$ cat src/rtl/servo_cmd_scheduler_pkg.sv
// Purpose: shared constants, defaults and parser state encoding for the servo command scheduler.
// Latency: none; declarations only.
// Backpressure: none; declarations only.
package servo_pkg;

  // Frame index that addresses the PWM period instead of a pulse channel
  localparam logic [7:0] CMD_PERIOD = 8'hFF;

  // Defaults in microsecond ticks
  localparam int PULSE_MIN      = 500;
  localparam int PULSE_MAX      = 2500;
  localparam int PULSE_DEFAULT  = 1500;
  localparam int PERIOD_DEFAULT = 20000;

  // Parser position within a 3-byte frame: index, value high, value low
  typedef enum logic [1:0] {
    ST_IDLE = 2'd0,
    ST_HI   = 2'd1,
    ST_LO   = 2'd2
  } state_t;

endpackage

$ cat src/rtl/servo_cmd_scheduler_if.sv
// Purpose: byte stream, period strobe and committed PWM configuration between host logic and scheduler.
// Latency: wires only.
// Backpressure: none; bytes are strobes and must be taken when offered.
interface servo_cmd_if #(
  parameter int NUM_CHANNELS = 2
);
  logic                        i_byte_valid;
  logic [7:0]                  i_byte;
  logic                        i_select;
  logic                        i_period_start;
  logic [16*NUM_CHANNELS-1:0]  o_pulse;
  logic [15:0]                 o_period;
  logic [NUM_CHANNELS:0]       o_pending;
  logic                        o_cmd_ok;
  logic                        o_cmd_err;
  logic [7:0]                  o_err_count;

  modport master (
    output i_byte_valid, i_byte, i_select, i_period_start,
    input  o_pulse, o_period, o_pending, o_cmd_ok, o_cmd_err, o_err_count
  );

  modport slave (
    input  i_byte_valid, i_byte, i_select, i_period_start,
    output o_pulse, o_period, o_pending, o_cmd_ok, o_cmd_err, o_err_count
  );
endinterface

$ cat src/rtl/servo_cmd_scheduler_parser.sv
// Purpose: frames the byte stream into index/value commands, resyncing on timeout or slave-select release.
// Latency: frame and abort strobes are combinational in the cycle the last byte / abort condition occurs.
// Backpressure: none; a byte with select high is dropped, a stalled frame is aborted after TIMEOUT_CYCLES.
module servo_frame_parser
  import servo_pkg::*;
#(
  parameter int TIMEOUT_CYCLES = 16000
) (
  input  logic        i_clock,
  input  logic        i_reset,
  input  logic        i_byte_valid,
  input  logic [7:0]  i_byte,
  input  logic        i_select,
  output logic        frame_vld,
  output logic [7:0]  frame_idx,
  output logic [15:0] frame_val,
  output logic        abort_vld
);
  localparam int TW = $clog2(TIMEOUT_CYCLES);

  state_t        state_q, state_d;
  logic [7:0]    idx_q, idx_d;
  logic [7:0]    hi_q, hi_d;
  logic [TW-1:0] tmo_q, tmo_d;
  logic          byte_take;

  assign byte_take = i_byte_valid & ~i_select;

  // Parser state, latched frame bytes and inter-byte timeout counter
  always_ff @(posedge i_clock or posedge i_reset) begin
    if (i_reset) begin
      state_q <= ST_IDLE;
      idx_q   <= '0;
      hi_q    <= '0;
      tmo_q   <= '0;
    end else begin
      state_q <= state_d;
      idx_q   <= idx_d;
      hi_q    <= hi_d;
      tmo_q   <= tmo_d;
    end
  end

  // Next state: advance on consumed bytes; abort a partial frame on select release or timeout
  always_comb begin
    state_d   = state_q;
    idx_d     = idx_q;
    hi_d      = hi_q;
    tmo_d     = '0;
    frame_vld = 1'b0;
    abort_vld = 1'b0;
    frame_idx = idx_q;
    frame_val = {hi_q, i_byte};
    case (state_q)
      ST_IDLE: begin
        if (byte_take) begin
          idx_d   = i_byte;
          state_d = ST_HI;
        end
      end
      ST_HI, ST_LO: begin
        if (byte_take) begin
          if (state_q == ST_HI) begin
            hi_d    = i_byte;
            state_d = ST_LO;
          end else begin
            frame_vld = 1'b1;
            state_d   = ST_IDLE;
          end
        end else if (i_select || tmo_q == TW'(TIMEOUT_CYCLES - 1)) begin
          abort_vld = 1'b1;
          state_d   = ST_IDLE;
        end else begin
          tmo_d = tmo_q + TW'(1);
        end
      end
      default: state_d = ST_IDLE;
    endcase
  end
endmodule

$ cat src/rtl/servo_cmd_scheduler.sv
// Purpose: validates parsed commands into shadow registers and commits them to PWM outputs at period rollover.
// Latency: ok/err/shadow/pending one cycle after the final byte; commit one cycle after i_period_start.
// Backpressure: none; illegal or aborted frames are dropped and counted (saturating).
module servo_cmd_scheduler #(
  parameter int NUM_CHANNELS   = 2,
  parameter int PULSE_MIN      = servo_pkg::PULSE_MIN,
  parameter int PULSE_MAX      = servo_pkg::PULSE_MAX,
  parameter int PULSE_DEFAULT  = servo_pkg::PULSE_DEFAULT,
  parameter int PERIOD_DEFAULT = servo_pkg::PERIOD_DEFAULT,
  parameter int TIMEOUT_CYCLES = 16000
) (
  input logic        i_clock,
  input logic        i_reset,
  servo_cmd_if.slave bus
);
  logic                         frame_vld;
  logic [7:0]                   frame_idx;
  logic [15:0]                  frame_val;
  logic                         abort_vld;
  logic                         frame_legal;
  logic                         write_ok;
  logic                         err_d;
  logic [NUM_CHANNELS:0]        pending_q, pending_d;
  logic [NUM_CHANNELS-1:0][15:0] pulse_q, shadow_q;
  logic [15:0]                  period_q, shadow_per_q;
  logic                         ok_q, err_q;
  logic [7:0]                   err_cnt_q;

  servo_frame_parser #(
    .TIMEOUT_CYCLES (TIMEOUT_CYCLES)
  ) u_parser (
    .i_clock      (i_clock),
    .i_reset      (i_reset),
    .i_byte_valid (bus.i_byte_valid),
    .i_byte       (bus.i_byte),
    .i_select     (bus.i_select),
    .frame_vld    (frame_vld),
    .frame_idx    (frame_idx),
    .frame_val    (frame_val),
    .abort_vld    (abort_vld)
  );

  // Range check: channel pulses within [min,max], period strictly above the max pulse
  always_comb begin
    frame_legal = 1'b0;
    if (int'(frame_idx) < NUM_CHANNELS)
      frame_legal = (int'(frame_val) >= PULSE_MIN) && (int'(frame_val) <= PULSE_MAX);
    else if (frame_idx == servo_pkg::CMD_PERIOD)
      frame_legal = int'(frame_val) > PULSE_MAX;
  end

  assign write_ok = frame_vld & frame_legal;
  assign err_d    = (frame_vld & ~frame_legal) | abort_vld;

  // Pending flags: a commit clears everything it copies; a same-cycle write re-arms its own bit
  always_comb begin
    pending_d = bus.i_period_start ? '0 : pending_q;
    if (write_ok) begin
      for (int c = 0; c < NUM_CHANNELS; c++)
        if (int'(frame_idx) == c) pending_d[c] = 1'b1;
      if (frame_idx == servo_pkg::CMD_PERIOD) pending_d[NUM_CHANNELS] = 1'b1;
    end
  end

  // Shadows, committed outputs, status pulses and saturating error counter
  always_ff @(posedge i_clock or posedge i_reset) begin
    if (i_reset) begin
      for (int c = 0; c < NUM_CHANNELS; c++) begin
        pulse_q[c]  <= 16'(PULSE_DEFAULT);
        shadow_q[c] <= 16'(PULSE_DEFAULT);
      end
      period_q     <= 16'(PERIOD_DEFAULT);
      shadow_per_q <= 16'(PERIOD_DEFAULT);
      pending_q    <= '0;
      ok_q         <= 1'b0;
      err_q        <= 1'b0;
      err_cnt_q    <= '0;
    end else begin
      // Commit reads the shadow as it stood before any same-cycle write
      if (bus.i_period_start) begin
        for (int c = 0; c < NUM_CHANNELS; c++)
          if (pending_q[c]) pulse_q[c] <= shadow_q[c];
        if (pending_q[NUM_CHANNELS]) period_q <= shadow_per_q;
      end
      if (write_ok) begin
        for (int c = 0; c < NUM_CHANNELS; c++)
          if (int'(frame_idx) == c) shadow_q[c] <= frame_val;
        if (frame_idx == servo_pkg::CMD_PERIOD) shadow_per_q <= frame_val;
      end
      pending_q <= pending_d;
      ok_q      <= write_ok;
      err_q     <= err_d;
      if (err_d && err_cnt_q != 8'hFF) err_cnt_q <= err_cnt_q + 8'd1;
    end
  end

  assign bus.o_pulse     = pulse_q;
  assign bus.o_period    = period_q;
  assign bus.o_pending   = pending_q;
  assign bus.o_cmd_ok    = ok_q;
  assign bus.o_cmd_err   = err_q;
  assign bus.o_err_count = err_cnt_q;
endmodule
$ cat src/flat_wrapper.sv
// flat-port wrapper written by rule: the top's interface ports become plain ports
module servo_cmd_scheduler_flat 
#(
  parameter int NUM_CHANNELS   = 2,
  parameter int PULSE_MIN      = servo_pkg::PULSE_MIN,
  parameter int PULSE_MAX      = servo_pkg::PULSE_MAX,
  parameter int PULSE_DEFAULT  = servo_pkg::PULSE_DEFAULT,
  parameter int PERIOD_DEFAULT = servo_pkg::PERIOD_DEFAULT,
  parameter int TIMEOUT_CYCLES = 16000
)
  (i_clock, i_reset, bus_i_byte_valid, bus_i_byte, bus_i_select, bus_i_period_start, bus_o_pulse, bus_o_period, bus_o_pending, bus_o_cmd_ok, bus_o_cmd_err, bus_o_err_count);
  servo_cmd_if #(.NUM_CHANNELS(NUM_CHANNELS)) bus_i ();
  input logic i_clock;
  input logic i_reset;
  input wire logic [$bits(bus_i.i_byte_valid)-1:0] bus_i_byte_valid;
  input wire logic [$bits(bus_i.i_byte)-1:0] bus_i_byte;
  input wire logic [$bits(bus_i.i_select)-1:0] bus_i_select;
  input wire logic [$bits(bus_i.i_period_start)-1:0] bus_i_period_start;
  output wire logic [$bits(bus_i.o_pulse)-1:0] bus_o_pulse;
  output wire logic [$bits(bus_i.o_period)-1:0] bus_o_period;
  output wire logic [$bits(bus_i.o_pending)-1:0] bus_o_pending;
  output wire logic [$bits(bus_i.o_cmd_ok)-1:0] bus_o_cmd_ok;
  output wire logic [$bits(bus_i.o_cmd_err)-1:0] bus_o_cmd_err;
  output wire logic [$bits(bus_i.o_err_count)-1:0] bus_o_err_count;
  assign bus_i.i_byte_valid = bus_i_byte_valid;
  assign bus_i.i_byte = bus_i_byte;
  assign bus_i.i_select = bus_i_select;
  assign bus_i.i_period_start = bus_i_period_start;
  assign bus_o_pulse = bus_i.o_pulse;
  assign bus_o_period = bus_i.o_period;
  assign bus_o_pending = bus_i.o_pending;
  assign bus_o_cmd_ok = bus_i.o_cmd_ok;
  assign bus_o_cmd_err = bus_i.o_cmd_err;
  assign bus_o_err_count = bus_i.o_err_count;
  servo_cmd_scheduler #(.NUM_CHANNELS(NUM_CHANNELS), .PULSE_MIN(PULSE_MIN), .PULSE_MAX(PULSE_MAX), .PULSE_DEFAULT(PULSE_DEFAULT), .PERIOD_DEFAULT(PERIOD_DEFAULT), .TIMEOUT_CYCLES(TIMEOUT_CYCLES)) u_core (.i_clock(i_clock), .i_reset(i_reset), .bus(bus_i));
endmodule
$ cat config.mk
export PLATFORM = sky130hd
export DESIGN_NAME = servo_cmd_scheduler_flat
export DESIGN_NICKNAME = d
export VERILOG_FILES = /design/src/rtl/servo_cmd_scheduler_pkg.sv /design/src/rtl/servo_cmd_scheduler_if.sv /design/src/rtl/servo_cmd_scheduler_parser.sv /design/src/rtl/servo_cmd_scheduler.sv /design/src/flat_wrapper.sv
export SDC_FILE = /design/constraint.sdc
export NUM_CORES = 1
export LEC_CHECK = 0
export CAP_MARGIN = 20
export CORE_ASPECT_RATIO = 1.4
export CORE_UTILIZATION = 59
export CTS_CLUSTER_DIAMETER = 60
export DETAILED_ROUTE_END_ITERATION = 10
export HOLD_SLACK_MARGIN = 0.02
export PLACE_DENSITY = 0.94
export REMOVE_ABC_BUFFERS = 1
export SKIP_LAST_GASP = 1
export SLEW_MARGIN = 20
export SYNTH_ARGS = -nofsm -noshare
export SYNTH_HDL_FRONTEND = slang
export SYNTH_HIERARCHICAL = 1
export SYNTH_SLANG_ARGS = --single-unit
$ cat constraint.sdc
create_clock -name i_clock -period 6.2 [get_ports i_clock]
set_input_delay 0.62 -clock i_clock [delete_from_list [all_inputs] [get_ports i_clock]]
set_output_delay 0.62 -clock i_clock [all_outputs]
set_load 0.02 [all_outputs]
==> results.md <==
* FP Rows at 42
* Clock share of power at between 40% and 50%
* Cell depth of the worst setup path at 8
* Via count at between 3000 and 4000
* Post-Syn Instances at between 400 and 500
* Clock buffer depth at 2
* P_int at between 0.0015 and 0.002 W
* F_max at 314.8 MHz
* Final wirelength at ~12 mm
* Final min period at 3177 ps
* Clock sinks at roughly 140
* Mapped cell area at between 0.005 and 0.006 mm2
* Hold path depth at 1
* WL per Instance at 19.44 um
* Crit path cell chain: clkdlybuf4s50_1 > or3_2 > a2111o_1 > a31oi_1 > a22oi_2 > nor2b_4 > nand3_4 > mux2_4
* Area of the die at 0.01034 mm2
* Cell leakage power at 3.262 nW
* Finished Layout Cells at 622
* Register area share after synthesis at between 60% and 70%
* Number of global-route vias before repair at approximately 3800
* Critical path endpoint category: register
* CP required at 6500 ps
* Pre-CTS setup slack at 2725 ps
* Unrepaired setup endpoints after global routing: false
* Clk slew on worst S/H paths at 50 ps
* Sw Share at between 20% and 30%
* H-tree depth at 4
* Final Hold Vio Count at 0
* Dpl hpwl at ~7.5 mm
* Max Slew Vio Count at 0
* Cells after DPL at a little under 600
* Core Area at roughly 0.0096 mm2
* Slowest cell on crit path: clkdlybuf4s50_1
* Nets at about 500
* Seq cells post-synth at 141
* Worst R2R Path Depth at 7
* Critical path's top delay family: simple AND/OR/NAND/NOR gates
* Final Core Density at about three quarters
* Gr usage total at between 20% and 30%
* Warnings, synthesis at 6
* Setup Crit Path Kind: in2reg
* Least-Margin Pin Slew at roughly 930 ps
* VDD IR max at between 0.2 and 0.3 mV
* TritonRoute pass-1 iters at 5
* Hold Slack at 492.8 ps
* Setup ws final at slightly above 3000 ps
* Slew headroom at between 30% and 40%
* CTS Buf Count at 17
* Placer Congestion at between 0.7 and 0.8
* Share of cells above drive strength 1 at between 40 and 50%
* Net switching power at between 0.0006 and 0.0007 W
* DRC Markers at 0
* Post-cts sizing count at 0
* Post-route ant nets at 0
* CP max FO at 17
* Chip height at between 100 and 150 um
* Worst Path Buf+Inv at 1
* Max-cap violation count at 0
* Final Skew at between 9 and 10 ps
* Vias/cell at roughly 5.7
* PortBufs at 73
* Comb pwr share at roughly an eighth
* Data arrival time of the critical path at roughly 3500 ps
* Hold Crit Class: reg2reg
* Avg Synthesized Cell Area at approximately 15 um2
* Post-synthesis cell type count at 42
* CTS root buf: clkbuf_16
* Register Area at ~0.0036 mm2
* Sequential power share at ~46%
* Area grow syn2layout at 23.62%
* Clock latency at the later pin of the worst-skew pair at between 400 and 500 ps
* Die Wd at approximately 86 um
* Pwr/cell area at ~340 mW/mm2
* I/O pin count at between 70 and 80
* CP Launch Type: input port
* Period utilisation layout at ~51%
* Pin count of the biggest net entering global routing at 79
* Status: complete, no violations
* Initial Util at 61.25%
* Area of the multi-input gates at ~0.0021 mm2
* Post-route setup TNS at 0 ps
* Diode count at 0
* First-pass GRT wire length at 19.80 mm
* Endpoints failing setup at 0
* CTS tree: built
* Fill cells at 580
* Peak per-stage delay on the critical path at between 500 and 600 ps
* 1st-iter DRT viols at between 200 and 250
* Antenna violations before repair at 0
* Postcts setup bufs at 0
* Flop2flop setup slack at between 3000 and 4000 ps
* GR Overflow Total at 0
* Cts hold-fix bufs at 0
-- worst reg2reg max path, stage by stage (launching register included) --
cell	delay, ps
dfrtp_1	510
or3b_1	430
a2111o_1	430
a31oi_1	300
a22oi_2	140
nor2b_4	200
nand3_4	250
mux2_4	390
-- worst paths after layout --
| path | end | startpoint |
|---|---|---|
| worst min-delay path | u_core/u_parser/tmo_q[0]$_DFF_PP0_ | u_core/u_parser/tmo_q[0]$_DFF_PP0_ |
| max in group asynchronous | u_core/shadow_q[15]$_DFFE_PP0P_ | i_reset |
| worst max-delay path | u_core/shadow_q[16]$_DFFE_PP0P_ | bus_i_byte[3] |
| min in group asynchronous | u_core/shadow_per_q[7]$_DFFE_PP0P_ | i_reset |
| worst max register to register | u_core/shadow_q[16]$_DFFE_PP0P_ | u_core/u_parser/hi_q[3]$_DFFE_PP0P_ |
| worst min register to register | u_core/u_parser/tmo_q[0]$_DFF_PP0_ | u_core/u_parser/tmo_q[0]$_DFF_PP0_ |
-- logic make-up (layout without fill, tap and decap cells) --
logic type / after synthesis / after routing / share of synthesized area, %
flops: 141 / 141 / 61.04
mux: 108 / 108 / 21.40
simple gates: 87 / 87 / 9.291
buf+inv: 29 / 117 / 2.883
compound gates: 17 / 17 / 2.136
xor+xnor: 16 / 16 / 2.392
fa+ha+maj: 4 / 4 / 0.8544
-- layout make-up --
cell class | count | area share [%]
clock buffer | 22 | 6.824
clock inverter | 10 | 1.538
inverter | 11 | 0.6047
multi-input combinational | 232 | 29.18
sequential | 141 | 49.38
tap | 132 | 2.281
timing repair buffer | 74 | 10.19
-- metal layers --
metal  global-route usage (%)  share of wire [%]  vias to the layer above
met4                    15.21                4.0                        0
li1                         -                  -                     1556
met5                        0                  0                        -
met2                    42.51                 53                      126
met1                    31.33                 39                     1840
met3                    6.190                4.6                       41
-- cells in the mapped netlist (all sizes together) --
| library cell | count | area, um2 |
|---|---|---|
| mux2 | 108 | 1254 |
| xnor2 | 14 | 122.6 |
| nand3 | 12 | 97.59 |
| a2111o | 1 | 11.26 |
| dfrtp | 103 | 2577 |
| and2 | 9 | 62.56 |
| and3 | 5 | 31.28 |
| a31oi | 2 | 12.51 |
| nand2b | 2 | 12.51 |
| or3 | 1 | 7.510 |
| a22oi | 1 | 12.51 |
| nand2 | 13 | 48.80 |
| a21oi | 2 | 10.01 |
| ha | 4 | 50.05 |
| o21ai | 3 | 15.01 |
| nand4 | 7 | 43.79 |
| buf | 14 | 112.6 |
| or4 | 3 | 31.28 |
| clkbuf | 4 | 15.01 |
| dfstp | 38 | 998.5 |
| o221ai | 1 | 8.760 |
| inv | 11 | 41.29 |
| nor2 | 20 | 75.07 |
| nor2b | 2 | 20.02 |
| nor3 | 3 | 15.01 |
| and3b | 1 | 8.760 |
| xor2 | 2 | 17.52 |
| o211ai | 3 | 22.52 |
| o21a | 2 | 15.01 |
| nand3b | 1 | 20.02 |
| a21o | 2 | 17.52 |
| or3b | 2 | 17.52 |
| nor4 | 6 | 52.55 |
-- cell usage in the layout (no fill, tap or decap), types with 7 or more instances in the layout --
cell type and n:
clkbuf_16 17, clkdlybuf4s50_1 73, dfrtp_1 103, dfstp_2 38, inv_1 9, mux2_2 98, mux2_4 10, nand2_1 13
nand3_1 9, nand4_1 7, nor2_1 20, xnor2_1 14
-- through the flow --
step / cell area (um2) / power (W)
final: 7242 / 0.002445
after global routing: 7242 / 0.002533
after CTS: 7242 / 0.002455
after detailed placement: 6636 / 0.001427
after global placement: 6636 / 0.001410
after floorplan: 5731 / 0.001304
-- registers in the layout, indices dropped and copies added, names as in the netlist --
| name | flops |
|---|---|
| u_core/bus.o_cmd_ok | 1 |
| u_core/u_parser/state_q | 2 |
| u_core/bus.o_pending | 3 |
| u_core/bus.o_period | 16 |
| u_core/u_parser/frame_idx | 8 |
| u_core/bus.o_err_count | 8 |
| u_core/shadow_per_q | 16 |
| u_core/shadow_q | 32 |
| u_core/bus.o_cmd_err | 1 |
| u_core/u_parser/tmo_q | 14 |
| u_core/u_parser/hi_q | 8 |
| u_core/bus.o_pulse | 32 |
-- power groups by stage --
| stage | clock, W | combinational, W | sequential, W |
|---|---|---|---|
| 2_1_floorplan | 0 | 0.000190 | 0.00111 |
| 3_3_place_gp | 0 | 0.000293 | 0.00112 |
| 3_5_place_dp | 0 | 0.000305 | 0.00112 |
| 4_1_cts | 0.00103 | 0.000314 | 0.00112 |
| 5_1_grt | 0.00106 | 0.000340 | 0.00113 |
| 6_report | 0.00101 | 0.000314 | 0.00112 |
Note: power is estimated with default switching activity, not from simulation.
